## config.mk

```make
export PLATFORM = sky130hd
export DESIGN_NAME = stream_mux
export DESIGN_NICKNAME = d
export VERILOG_FILES = /design/src/rtl/stream_mux.sv
export SDC_FILE = /design/constraint.sdc
export NUM_CORES = 1
export LEC_CHECK = 0
export ABC_AREA = 0
export CORE_ASPECT_RATIO = 0.75
export CORE_MARGIN = 3
export CORE_UTILIZATION = 43
export DETAILED_ROUTE_END_ITERATION = 8
export PLACE_DENSITY = 0.85
export SYNTH_ARGS = -nofsm -noshare
export SYNTH_HDL_FRONTEND = slang
export SYNTH_SLANG_ARGS = --single-unit
```

## constraint.sdc

```tcl
create_clock -name clk -period 4.7 [get_ports clk]
set_input_delay 0.94 -clock clk [delete_from_list [all_inputs] [get_ports clk]]
set_output_delay 0.94 -clock clk [all_outputs]
set_load 0.02 [all_outputs]
```

## src/rtl/stream_mux.sv

```systemverilog
// ============================================================================
// Module   : stream_mux
// Brief    : N-channel packet multiplexer with valid/ready handshakes.
//            Grants one input channel per packet (first beat to `last` beat)
//            and forwards beats through a single output register stage.
// Config   : STREAM_MUX_RR_EN defined   -> round-robin arbitration
//            STREAM_MUX_RR_EN undefined -> fixed priority (lowest index wins)
// Revision : 1.0 - initial release
// ============================================================================
`default_nettype none

module stream_mux #(
    parameter  int WIDTH    = 8,
    parameter  int CHANNELS = 4,
    localparam int CW       = $clog2(CHANNELS)
) (
    input  logic                      clk,
    input  logic                      rst_n,
    input  logic [CHANNELS-1:0]       in_valid,
    output logic [CHANNELS-1:0]       in_ready,
    input  logic [CHANNELS*WIDTH-1:0] in_data,
    input  logic [CHANNELS-1:0]       in_last,
    output logic                      out_valid,
    input  logic                      out_ready,
    output logic [WIDTH-1:0]          out_data,
    output logic                      out_last,
    output logic [CW-1:0]             out_chan
);

    typedef enum logic [0:0] {
        S_IDLE   = 1'b0,
        S_LOCKED = 1'b1
    } state_e;

    state_e            state_q,     state_d;
    logic [CW-1:0]     lock_ch_q,   lock_ch_d;
    logic              out_valid_q, out_valid_d;
    logic [WIDTH-1:0]  out_data_q,  out_data_d;
    logic              out_last_q,  out_last_d;
    logic [CW-1:0]     out_chan_q,  out_chan_d;
`ifdef STREAM_MUX_RR_EN
    logic [CW-1:0]     rr_ptr_q,    rr_ptr_d;
`endif

    logic              win_found;
    logic [CW-1:0]     win_ch;
    logic              grant_exists;
    logic [CW-1:0]     grant_ch;
    logic              can_load;
    logic              xfer;
    logic [WIDTH-1:0]  grant_data;
    logic              grant_last;

    // Arbitration among valid channels; only consulted while IDLE.
    always_comb begin
        win_found = 1'b0;
        win_ch    = '0;
`ifdef STREAM_MUX_RR_EN
        for (int k = 0; k < CHANNELS; k++) begin
            logic [CW-1:0] idx;
            idx = CW'((int'(rr_ptr_q) + k) % CHANNELS);
            if (!win_found && in_valid[idx]) begin
                win_found = 1'b1;
                win_ch    = idx;
            end
        end
`else
        for (int k = 0; k < CHANNELS; k++) begin
            if (!win_found && in_valid[CW'(k)]) begin
                win_found = 1'b1;
                win_ch    = CW'(k);
            end
        end
`endif
    end

    // Grant selection, handshake and next-state logic.
    always_comb begin
        state_d     = state_q;
        lock_ch_d   = lock_ch_q;
        out_valid_d = out_valid_q;
        out_data_d  = out_data_q;
        out_last_d  = out_last_q;
        out_chan_d  = out_chan_q;
        in_ready    = '0;
`ifdef STREAM_MUX_RR_EN
        rr_ptr_d    = rr_ptr_q;
`endif

        if (state_q == S_LOCKED) begin
            grant_exists = 1'b1;
            grant_ch     = lock_ch_q;
        end else begin
            grant_exists = win_found;
            grant_ch     = win_ch;
        end

        can_load   = !out_valid_q || out_ready;
        grant_data = in_data[grant_ch*WIDTH +: WIDTH];
        grant_last = in_last[grant_ch];

        // rst_n gating keeps in_ready low during an asynchronous reset.
        if (grant_exists && can_load && rst_n) begin
            in_ready[grant_ch] = 1'b1;
        end
        xfer = grant_exists && can_load && in_valid[grant_ch];

        if (xfer) begin
            out_valid_d = 1'b1;
            out_data_d  = grant_data;
            out_last_d  = grant_last;
            out_chan_d  = grant_ch;
            if (state_q == S_IDLE && !grant_last) begin
                state_d   = S_LOCKED;
                lock_ch_d = grant_ch;
            end else if (state_q == S_LOCKED && grant_last) begin
                state_d   = S_IDLE;
            end
`ifdef STREAM_MUX_RR_EN
            if (grant_last) begin
                rr_ptr_d = CW'((int'(grant_ch) + 1) % CHANNELS);
            end
`endif
        end else if (out_ready) begin
            out_valid_d = 1'b0;
        end
    end

    // State, lock and output registers with asynchronous reset.
    always_ff @(posedge clk or negedge rst_n) begin
        if (!rst_n) begin
            state_q     <= S_IDLE;
            lock_ch_q   <= '0;
            out_valid_q <= 1'b0;
            out_data_q  <= '0;
            out_last_q  <= 1'b0;
            out_chan_q  <= '0;
`ifdef STREAM_MUX_RR_EN
            rr_ptr_q    <= '0;
`endif
        end else begin
            state_q     <= state_d;
            lock_ch_q   <= lock_ch_d;
            out_valid_q <= out_valid_d;
            out_data_q  <= out_data_d;
            out_last_q  <= out_last_d;
            out_chan_q  <= out_chan_d;
`ifdef STREAM_MUX_RR_EN
            rr_ptr_q    <= rr_ptr_d;
`endif
        end
    end

    assign out_valid = out_valid_q;
    assign out_data  = out_data_q;
    assign out_last  = out_last_q;
    assign out_chan  = out_chan_q;

endmodule

`default_nettype wire

```

==> key figures <==
Status
  • Run status: completed

Synthesis
  • Yosys warns: 0
  • Syn Nets: 170
  • Post-synthesis cell count: roughly 130
  • Average size of a mapped cell: slightly above 9 µm²
  • EDFF count, synth: 0
  • Main synth FF type: dfrtp_1
  • FFs w/ async S/R, synth: 1.00
  • Seq/Total Area, Yosys: 0.319
  • Register bit total from synthesis: 15
  • Post-synth cell types: 28
  • Post-Syn Area: between 1000 and 1500 µm²

Placement
  • Gp weighted congestion: 0.836
  • Worst slack, placed: slightly above 0.9 ns
  • Placement-stage cell area: approximately 1800 µm²
  • Hpwl dp: approximately 2800 µm
  • Placed cells: around 210
  • Port bufs: 58

Hold path
  • End of the worst hold path: out_chan[1]$_DFFE_PN0P_
  • Worst Hold Class: reg -> reg
  • HP Start: out_chan[1]$_DFFE_PN0P_
  • Hold path cells: 2

STA
  • Actual slew at the worst max-slew pin: between 0.8 and 0.9 ns
  • Max_slew headroom: 0.458
  • Period utilization: 0.804
  • Post-route setup slack: 0.922 ns
  • Final hold vios: 0
  • Setup violations, final: 0
  • TNS Setup: 0 ns
  • Final Max Slew Viols: 0
  • Fmax: 265 MHz
  • Min Clock Period, post-route: 3.78 ns
  • Final Skew: 0.00743 ns
  • RSZ-0062 raised after global routing: false

Global route
  • Pin count of the biggest net entering global routing: 24
  • Met2 Usage GRT: 0.377
  • Grt total ovfl: 0
  • Met3 Track Usage GR: 0.0418
  • Vias in the first global route: 1249
  • Antenna violations before repair: 0
  • Gr busiest metal: met2
  • Overall Global Routing Usage: 0.226
  • First-pass GRT wire length: just under 6000 µm
  • Met1 Usage GRT: 0.287

Worst setup path
  • CP max FO: 11
  • R2R Setup Slk: approximately 2.2 ns
  • CP Data Required Time: approximately 3.8 ns
  • Crit end category: output port
  • R2R Path Start: state_q$_DFFE_PN0P_
  • Crit Path Class: in -> out
  • CP startpoint: in_valid[0]
  • Worst EP arrival: 2.84 ns
  • Reg2reg end: lock_ch_q[1]$_DFFE_PN0P_
  • Startpoint types: primary input
  • Cells on worst reg2reg path: 7

Clocking
  • Clk buf depth: 2
  • CTS HTree Levels: 1
  • CTS clk-pin slew, worst paths: approximately 0.09 ns
  • CTS tree: done
  • Cts repair resizes: 0
  • # hold bufs at CTS: 0
  • Clk Latency, worst-skew pair: between 0.2 and 0.3 ns
  • CTS Buf Count: 3
  • Post-CTS setup buffers: 0
  • TritonCTS Sinks: 15
  • Root Buffer: clkbuf_4

Floorplanning
  • Core area: about 2400 µm²
  • # rows: 15
  • Die X: between 60 and 70 µm
  • Die height: approximately 51 µm
  • Full die area: 3410 µm²
  • I/O pins: between 50 and 60
  • Starting Density: 0.482

Pwr
  • LEAKAGE: 0.743 nW
  • Pwr Total: between 800 and 900 µW
  • PD cells: ~470 nW/µm²
  • Worst VDD drop: approximately 0.00034 V

Route
  • Routed vias: roughly 1200
  • Drt total wl: ~3500 µm
  • WL/cell: approximately 16 µm
  • # DRC: 0
  • ANT nets after route: 0
  • Detailed Routing Iterations Pass 1: 4
  • 1st-iter DRT viols: 90
  • Vias per inst: around 5.5

Finish
  • Fill cells: a little over 200
  • Non-filler cells, final: 215
  • Area Overhead vs Synth: 52.1%
  • Fin area: around 1800 µm²
  • Most frequent cells in the layout: 58 x clkdlybuf4s50_1, 21 x inv_1, 19 x mux2i_1, 15 x dfrtp_1
  • # nets final: ~230
  • Share of layout cells above drive strength 1: 0.0939
  • Antenna cells: 0
  • Commonest non-fill, non-tap cell in the layout: clkdlybuf4s50_1

Flow run
  • Max Cap Violations: 0
-- cell families after synthesis --
family / share of synthesized area
compound gates: 0.183
fa+ha+maj: 0.0106
buf+inv: 0.117
flops: 0.319
mux: 0.277
simple gates: 0.0936
-- Yosys cell counts (2+ instances only) --
cell,number,share of area
inv_1,21,0.067
mux2i_1,19,0.16
dfrtp_1,15,0.32
a32oi_1,9,0.067
o221ai_1,9,0.067
mux2_2,8,0.077
buf_2,5,0.021
o21ai_0,5,0.021
nand2_1,4,0.013
nor2_1,4,0.013
a21oi_1,3,0.013
nand2b_1,3,0.016
and2_1,2,0.011
buf_6,2,0.019
clkbuf_1,2,0.0064
mux2_1,2,0.019
nor2b_1,2,0.011
-- layer usage --
metal	share of wire	wire, µm
met4	0.020	70
met3	0.048	168
met2	0.54	1900
met5	0	0
met1	0.40	1400
-- how the worst max path moves through the flow --
stage / endpoint / slack [ns] / cells after the start
final: in_ready[1] / 0.92 / 5
after global routing: in_ready[1] / 0.76 / 5
after CTS: in_ready[1] / 0.91 / 5
after detailed placement: in_ready[1] / 0.91 / 5
after global placement: in_ready[1] / 0.93 / 5
after floorplan: in_ready[1] / 2.03 / 4
-- worst max-delay path: stages --
cell             delay (ns)
clkdlybuf4s50_1        0.49
nand2b_1               0.41
o22a_1                 0.31
nor2_1                 0.08
clkdlybuf4s50_1        0.60
-- report_power, final --
| group | switching [mW] | internal [mW] |
|---|---|---|
| combinational | 0.266 | 0.244 |
| clock | 0.0439 | 0.0330 |
| sequential | 0.0607 | 0.187 |
-- state kept, by name, indices dropped and copies added, names as in the netlist --
| signal | count |
|---|---|
| out_data | 8 |
| out_chan | 2 |
| lock_ch_q | 2 |
| out_valid | 1 |
| out_last | 1 |
| state_q | 1 |
-- layout make-up --
type,instances,area [µm²],area share
Clock buffer,4,26.3,0.0147
Sequential cell,15,375,0.210
Timing Repair Buffer,61,603,0.337
Multi-Input combinational cell,80,663,0.371
Inverter,21,78.8,0.0441
Tap cell,34,42.5,0.0238
-- stage by stage --
stage                     hold slack (ns)  utilization
after detailed placement            0.508        0.723
after global routing                0.553        0.733
final                               0.525        0.733
after CTS                           0.532        0.733
after floorplan                     0.585            -
after global placement              0.498        0.723
Note: power is estimated with default switching activity, not from simulation.
